$ cat config.mk
export PLATFORM = sky130hd
export DESIGN_NAME = multicycle_alu
export DESIGN_NICKNAME = d
export VERILOG_FILES = /design/src/rtl/multicycle_alu_pkg.sv /design/src/rtl/multicycle_alu_iterative_multiplier.sv /design/src/rtl/multicycle_alu.sv
export SDC_FILE = /design/constraint.sdc
export NUM_CORES = 1
export LEC_CHECK = 0
export BUFFER_PORTS_ARGS = -buffer_cell sky130_fd_sc_hd__buf_4
export CAP_MARGIN = 20
export CORE_ASPECT_RATIO = 0.75
export CORE_MARGIN = 1.5
export CORE_UTILIZATION = 30
export CTS_BUF_LIST = sky130_fd_sc_hd__clkbuf_8
export CTS_CLUSTER_DIAMETER = 60
export CTS_CLUSTER_SIZE = 24
export DETAILED_ROUTE_END_ITERATION = 8
export PLACE_DENSITY = 0.51
export SYNTH_ARGS = -nofsm -noshare
export SYNTH_HDL_FRONTEND = slang
export SYNTH_HIERARCHICAL = 1
export SYNTH_SLANG_ARGS = --single-unit
$ cat constraint.sdc
create_clock -name clk -period 4.3 [get_ports clk]
set_clock_uncertainty 0.05 [all_clocks]
set_input_delay 0.215 -clock clk [delete_from_list [all_inputs] [get_ports clk]]
set_output_delay 0.215 -clock clk [all_outputs]
set_load 0.02 [all_outputs]
$ cat src/rtl/multicycle_alu_pkg.sv
// Shared definitions for the multi-cycle ALU: opcode width, opcode
// enumeration and small opcode-class helpers used by the datapath.
package multicycle_alu_pkg;

    localparam int ALU_OP_W = 5;

    typedef enum logic [ALU_OP_W-1:0] {
        ALU_ADD   = 5'd0,
        ALU_SUB   = 5'd1,
        ALU_LHI   = 5'd2,
        ALU_NAND  = 5'd3,
        ALU_NOR   = 5'd4,
        ALU_XNOR  = 5'd5,
        ALU_NOT   = 5'd6,
        ALU_AND   = 5'd7,
        ALU_OR    = 5'd8,
        ALU_XOR   = 5'd9,
        ALU_LRS   = 5'd10,
        ALU_ARS   = 5'd11,
        ALU_RR    = 5'd12,
        ALU_LLS   = 5'd13,
        ALU_ALS   = 5'd14,
        ALU_RL    = 5'd15,
        ALU_MUL   = 5'd16,
        ALU_MULHU = 5'd17
    } alu_op_e;

    function automatic logic is_shift_op(input logic [ALU_OP_W-1:0] op);
        return (op >= ALU_LRS) && (op <= ALU_RL);
    endfunction

    function automatic logic is_mul_op(input logic [ALU_OP_W-1:0] op);
        return (op == ALU_MUL) || (op == ALU_MULHU);
    endfunction

endpackage

$ cat src/rtl/multicycle_alu_iterative_multiplier.sv
// Radix-2 shift-add unsigned multiplier, one partial product per cycle.
// Ports: clk, reset (sync, active-high), start, a, b -> busy, done, product.
module iterative_multiplier #(
    parameter int WIDTH = 16
) (
    input  logic               clk,
    input  logic               reset,
    input  logic               start,
    input  logic [WIDTH-1:0]   a,
    input  logic [WIDTH-1:0]   b,
    output logic               busy,
    output logic               done,
    output logic [2*WIDTH-1:0] product
);

    localparam int CNT_W = $clog2(WIDTH) + 1;

    logic [WIDTH-1:0] hi_q, hi_d, lo_q, lo_d, mcand_q, mcand_d;
    logic [CNT_W-1:0] cnt_q, cnt_d;
    logic             busy_q, busy_d, done_q, done_d;

    logic [WIDTH-1:0] src_hi, src_lo, src_m, addend;
    logic [WIDTH:0]   sum;

    // The first partial product is folded into the start cycle so the
    // whole multiply spans exactly WIDTH step cycles.
    always_comb begin
        src_hi  = start ? '0 : hi_q;
        src_lo  = start ? b  : lo_q;
        src_m   = start ? a  : mcand_q;
        addend  = src_lo[0] ? src_m : '0;
        sum     = {1'b0, src_hi} + {1'b0, addend};

        hi_d    = hi_q;
        lo_d    = lo_q;
        mcand_d = mcand_q;
        cnt_d   = cnt_q;
        busy_d  = busy_q;
        done_d  = 1'b0;

        if (start) begin
            hi_d    = sum[WIDTH:1];
            lo_d    = {sum[0], src_lo[WIDTH-1:1]};
            mcand_d = a;
            cnt_d   = CNT_W'(WIDTH - 1);
            busy_d  = 1'b1;
        end else if (busy_q) begin
            hi_d  = sum[WIDTH:1];
            lo_d  = {sum[0], src_lo[WIDTH-1:1]};
            cnt_d = cnt_q - CNT_W'(1);
            if (cnt_q == CNT_W'(1)) begin
                busy_d = 1'b0;
                done_d = 1'b1;
            end
        end
    end

    always_ff @(posedge clk) begin
        if (reset) begin
            hi_q    <= '0;
            lo_q    <= '0;
            mcand_q <= '0;
            cnt_q   <= '0;
            busy_q  <= 1'b0;
            done_q  <= 1'b0;
        end else begin
            hi_q    <= hi_d;
            lo_q    <= lo_d;
            mcand_q <= mcand_d;
            cnt_q   <= cnt_d;
            busy_q  <= busy_d;
            done_q  <= done_d;
        end
    end

    assign busy    = busy_q;
    assign done    = done_q;
    assign product = {hi_q, lo_q};

endmodule

$ cat src/rtl/multicycle_alu.sv
// Handshaked multi-cycle ALU: logic/arith in one cycle, iterative shifts
// and multiply. Ports: clk, reset, in_valid/in_ready, op, a, b, cin, shamt,
// out_valid/out_ready, result, cout, zero, negative, overflow.
module multicycle_alu
    import multicycle_alu_pkg::*;
#(
    parameter int WIDTH   = 16,
    parameter int SHAMT_W = $clog2(WIDTH)
) (
    input  logic                clk,
    input  logic                reset,
    input  logic                in_valid,
    output logic                in_ready,
    input  logic [ALU_OP_W-1:0] op,
    input  logic [WIDTH-1:0]    a,
    input  logic [WIDTH-1:0]    b,
    input  logic                cin,
    input  logic [SHAMT_W-1:0]  shamt,
    output logic                out_valid,
    input  logic                out_ready,
    output logic [WIDTH-1:0]    result,
    output logic                cout,
    output logic                zero,
    output logic                negative,
    output logic                overflow
);

    typedef enum logic [1:0] {S_IDLE, S_SHIFT, S_MUL, S_DONE} state_e;

    state_e               state_q, state_d;
    logic [ALU_OP_W-1:0]  op_q, op_d;
    logic [WIDTH-1:0]     acc_q, acc_d, result_q, result_d;
    logic [SHAMT_W-1:0]   cnt_q, cnt_d;
    logic                 cout_q, cout_d, zero_q, zero_d;
    logic                 neg_q, neg_d, ovf_q, ovf_d;

    logic                 load_res, cout_n, ovf_n;
    logic [WIDTH-1:0]     res_n, shifted;
    logic [WIDTH:0]       arith;
    logic                 shift_out;
    logic                 mul_start, mul_done, mul_busy_unused;
    logic [2*WIDTH-1:0]   product;

    iterative_multiplier #(.WIDTH(WIDTH)) u_mul (
        .clk     (clk),
        .reset   (reset),
        .start   (mul_start),
        .a       (a),
        .b       (b),
        .busy    (mul_busy_unused),
        .done    (mul_done),
        .product (product)
    );

    // One-bit step of the shift/rotate accumulator.
    always_comb begin
        shifted   = acc_q;
        shift_out = 1'b0;
        case (op_q)
            ALU_LRS: begin
                shifted   = {1'b0, acc_q[WIDTH-1:1]};
                shift_out = acc_q[0];
            end
            ALU_ARS: begin
                shifted   = {acc_q[WIDTH-1], acc_q[WIDTH-1:1]};
                shift_out = acc_q[0];
            end
            ALU_RR: begin
                shifted   = {acc_q[0], acc_q[WIDTH-1:1]};
                shift_out = acc_q[0];
            end
            ALU_LLS, ALU_ALS: begin
                shifted   = {acc_q[WIDTH-2:0], 1'b0};
                shift_out = acc_q[WIDTH-1];
            end
            ALU_RL: begin
                shifted   = {acc_q[WIDTH-2:0], acc_q[WIDTH-1]};
                shift_out = acc_q[WIDTH-1];
            end
            default: ;
        endcase
    end

    always_comb begin
        state_d   = state_q;
        op_d      = op_q;
        acc_d     = acc_q;
        cnt_d     = cnt_q;
        result_d  = result_q;
        cout_d    = cout_q;
        zero_d    = zero_q;
        neg_d     = neg_q;
        ovf_d     = ovf_q;
        load_res  = 1'b0;
        res_n     = '0;
        cout_n    = 1'b0;
        ovf_n     = 1'b0;
        arith     = '0;
        mul_start = 1'b0;

        unique case (state_q)
            S_IDLE: begin
                if (in_valid) begin
                    op_d = op;
                    if (is_shift_op(op)) begin
                        if (shamt == '0) begin
                            res_n    = a;
                            load_res = 1'b1;
                            state_d  = S_DONE;
                        end else begin
                            acc_d   = a;
                            cnt_d   = shamt;
                            state_d = S_SHIFT;
                        end
                    end else if (is_mul_op(op)) begin
                        mul_start = 1'b1;
                        state_d   = S_MUL;
                    end else begin
                        case (op)
                            ALU_ADD: begin
                                arith  = {1'b0, a} + {1'b0, b}
                                       + {{WIDTH{1'b0}}, cin};
                                res_n  = arith[WIDTH-1:0];
                                cout_n = arith[WIDTH];
                                ovf_n  = (a[WIDTH-1] == b[WIDTH-1])
                                      && (arith[WIDTH-1] != a[WIDTH-1]);
                            end
                            ALU_SUB: begin
                                // Top bit of the WIDTH+1 difference is the borrow.
                                arith  = {1'b0, a} - ({1'b0, b}
                                       + {{WIDTH{1'b0}}, cin});
                                res_n  = arith[WIDTH-1:0];
                                cout_n = arith[WIDTH];
                                ovf_n  = (a[WIDTH-1] != b[WIDTH-1])
                                      && (arith[WIDTH-1] != a[WIDTH-1]);
                            end
                            ALU_LHI:  res_n = {b[WIDTH/2-1:0], a[WIDTH/2-1:0]};
                            ALU_NAND: res_n = ~(a & b);
                            ALU_NOR:  res_n = ~(a | b);
                            ALU_XNOR: res_n = ~(a ^ b);
                            ALU_NOT:  res_n = ~a;
                            ALU_AND:  res_n = a & b;
                            ALU_OR:   res_n = a | b;
                            ALU_XOR:  res_n = a ^ b;
                            default:  res_n = '0;
                        endcase
                        load_res = 1'b1;
                        state_d  = S_DONE;
                    end
                end
            end
            S_SHIFT: begin
                acc_d  = shifted;
                cnt_d  = cnt_q - SHAMT_W'(1);
                cout_d = shift_out;
                if (cnt_q == SHAMT_W'(1)) begin
                    res_n    = shifted;
                    cout_n   = shift_out;
                    load_res = 1'b1;
                    state_d  = S_DONE;
                end
            end
            S_MUL: begin
                if (mul_done) begin
                    res_n    = (op_q == ALU_MULHU) ? product[2*WIDTH-1:WIDTH]
                                                   : product[WIDTH-1:0];
                    load_res = 1'b1;
                    state_d  = S_DONE;
                end
            end
            S_DONE: begin
                if (out_ready) state_d = S_IDLE;
            end
            default: state_d = S_IDLE;
        endcase

        if (load_res) begin
            result_d = res_n;
            cout_d   = cout_n;
            zero_d   = (res_n == '0);
            neg_d    = res_n[WIDTH-1];
            ovf_d    = ovf_n;
        end
    end

    always_ff @(posedge clk) begin
        if (reset) begin
            state_q  <= S_IDLE;
            op_q     <= '0;
            acc_q    <= '0;
            cnt_q    <= '0;
            result_q <= '0;
            cout_q   <= 1'b0;
            zero_q   <= 1'b0;
            neg_q    <= 1'b0;
            ovf_q    <= 1'b0;
        end else begin
            state_q  <= state_d;
            op_q     <= op_d;
            acc_q    <= acc_d;
            cnt_q    <= cnt_d;
            result_q <= result_d;
            cout_q   <= cout_d;
            zero_q   <= zero_d;
            neg_q    <= neg_d;
            ovf_q    <= ovf_d;
        end
    end

    assign in_ready  = (state_q == S_IDLE);
    assign out_valid = (state_q == S_DONE);
    assign result    = result_q;
    assign cout      = cout_q;
    assign zero      = zero_q;
    assign negative  = neg_q;
    assign overflow  = ovf_q;

endmodule

==> metrics.md <==
| Metric | Value |
|---|---|
| Row cnt | `57` |
| Status | `finished, final reports clean` |
| Tmin final | `3640 ps` |
| Largest net degree at the start of global routing | `52` |
| Yosys top cell by area | `dfxtp_1` |
| Clock sink count | `101` |
| IR drop worst, VDD | `0.000183 V` |
| CTS tree | `built` |
| Count leader, synth | `nor2_1` |
| Post_cts resized | `0` |
| PD cells | `305 nW/um^2` |
| Crit Path Max Fanout | `7` |
| Placer Congestion | `1.02` |
| Avg Cell Area, Syn | `7.28 um^2` |
| WL per Instance | `21.5 um` |
| DRT Wirelength | `39900 um` |
| Die Y | `161 um` |
| Share of layout cells above drive strength 1 | `0.118` |
| Max_cap viols | `0` |
| DR iter-0 viols | `1313` |
| Setup Fix Bufs, Post-CTS | `0` |
| FILL cells | `3570` |
| Routed Antenna Nets | `0` |
| Worst min path class | `in -> reg` |
| Setup violations, final | `0` |
| Yosys warnings | `6` |
| I/O pins | `68` |
| PortBufs | `67` |
| HPWL Detailed | `31100 um` |
| Yosys reg bits | `101` |
| Share of synthesized registers carrying an async set or reset | `0` |
| Netlist cell types | `91` |
| DR vias | `10600` |
| Router iterations before antenna repair | `6` |
| Leakage | `4.37 nW` |
| Synthesized cell area | `10000 um^2` |
| Initial antenna violation count | `3` |
| Setup TNS | `0 ps` |
| Worst-Margin Slew | `864 ps` |
| Synth Flop Type | `dfxtp_1` |
| Hold_sp | `b[8]` |
| Critical Path Sink Type | `flip-flop` |
| First-pass GRT wire length | `60000 um` |
| RSZ-0062 raised after global routing | `false` |
| Footprint of the multi-input gates | `7340 um^2` |
| Clock Tree Root | `clkbuf_8` |
| Crit path launch type | `flip-flop` |
| Post-Syn Instances | `1379` |
| Syn Nets | `1517` |
| First element of the critical path | `state_q[0]` |
| Vias in the first global route | `9493` |
| Top post-synthesis cells by count | `nor2_1 (191), a21oi_1 (111), nand2_1 (105)` |
| Main area contributors after synthesis | `dfxtp_1 (20%), ha_1 (11%), nor2_1 (7.1%)` |
| Top-area cell type share of the netlist area | `0.201` |
| Die area | `34600 um^2` |
| WS Path Type | `reg -> reg` |
| Final Max Tran Viols | `0` |
| Area Overhead vs Synth | `11.9%` |
| Core box area | `32700 um^2` |
| H-tree depth | `3` |
| Initial Utilization | `0.307` |
| Post-CTS Hold Buffers | `0` |
| Reg2reg start | `state_q[0]` |
| Gr usage total | `0.226` |
| Die X-Extent | `214 um` |
| Cts bufs inserted | `9` |
| Clk Latency, worst-skew pair | `400 ps` |
| Util after Layout | `0.344` |
| Congestion Overflow GR | `0` |
| Worst Path Required | `4550 ps` |
| CTS max path bufs | `2` |
| Reg clk slew, reported paths | `120 ps` |
| DRC viols | `0` |
| F_max | `0.275 GHz` |
| Post-synth EDFFs | `0` |
| Register area share after synthesis | `0.201` |
| Final period util | `0.846` |
| Arr. time, crit path | `3890 ps` |
| Register area | `2020 um^2` |
| Reg2reg setup slack | `660 ps` |
| Fin. Hold Viols | `0` |
| Antenna cells | `0` |
| Via density | `5.71` |
| Rel. slew slack | `0.423` |
| Final net count | `1545` |
==> logic make-up after synthesis <==
kind of cell	synth area share
adders and majority gates	0.118
DFF	0.201
xor gates and xnor gates	0.0340
muxes	0.0725
AOI/OAI and AO/OA	0.264
buffers and inverters	0.0688
and+or+nand+nor	0.241
==> area by class of cell <==
| type | count | area share |
|---|---|---|
| clock buffers | 10 | 0.0123 |
| clock inverters | 6 | 0.00468 |
| inverters | 72 | 0.0241 |
| multi-input cells | 1110 | 0.653 |
| flip-flops and latches | 101 | 0.180 |
| well taps | 442 | 0.0492 |
| repair buffers | 113 | 0.0766 |
==> placed cells by master (no fill, tap or decap), drive strengths merged, types with 49 or more instances in the layout <==
cell type	Yosys	routed
nor2	191	191
a21oi	115	115
buf	42	113
nand2	107	107
dfxtp	101	101
ha	87	87
o21ai	82	82
inv	70	73
mux2i	66	66
nand3	49	49
==> critical path: stages (launching register included) <==
cell and delay [ps]:
dfxtp_1 370, inv_1 100, ha_1 160, and2_1 220, and2_2 360, mux2i_1 320
nor2_1 90, ha_1 220, fa_1 420, a21o_1 230, a311o_1 400, a21oi_2 200
nor3b_1 90, o41a_1 300
==> metrics by stage <==
stage          cell area (um^2)  std cells  total power, mW  hold slack, ps  setup slack (ps)
2_1_floorplan             10000       1379             2.23             308               180
3_3_place_gp              11000       1838             2.78             413               407
3_5_place_dp              11000       1838             2.79             410               318
4_1_cts                   11200       1854             3.42            21.8               681
5_1_grt                   11200       1854             3.65            40.9               349
6_report                  11200       1854             3.43            43.0               662
==> flip-flops by register name (all words and copies together) (netlist names), 2 cells and up <==
name / count
acc_q: 16
u_mul/lo_q: 16
u_mul/hi_q: 16
result: 16
u_mul/cnt_q: 5
state_q: 2
op_q: 5
cnt_q: 4
u_mul/mcand_q: 16
==> metal layers <==
metal  track usage  share of wire  wire, um  vias up
li1              -              -         -     5011
met1         0.350           0.50     19900     5021
met2         0.302           0.38     15200      504
met3        0.0650           0.11      4260       50
met4        0.0432          0.014       561        2
met5             0        0.00030        12        -
==> final timing paths <==
path                          to  depth (start not counted)
setup / recovery  u_mul/hi_q[15]                         13
hold / removal     u_mul/lo_q[7]                          3
setup reg to reg  u_mul/hi_q[15]                         13
hold reg to reg         overflow                          2
==> where the power goes <==
| part | switching, mW | internal [mW] |
|---|---|---|
| Clock | 0.386 | 0.236 |
| Combinational | 1.01 | 0.601 |
| Sequential | 0.134 | 1.07 |
Note: power is estimated with default switching activity, not from simulation.
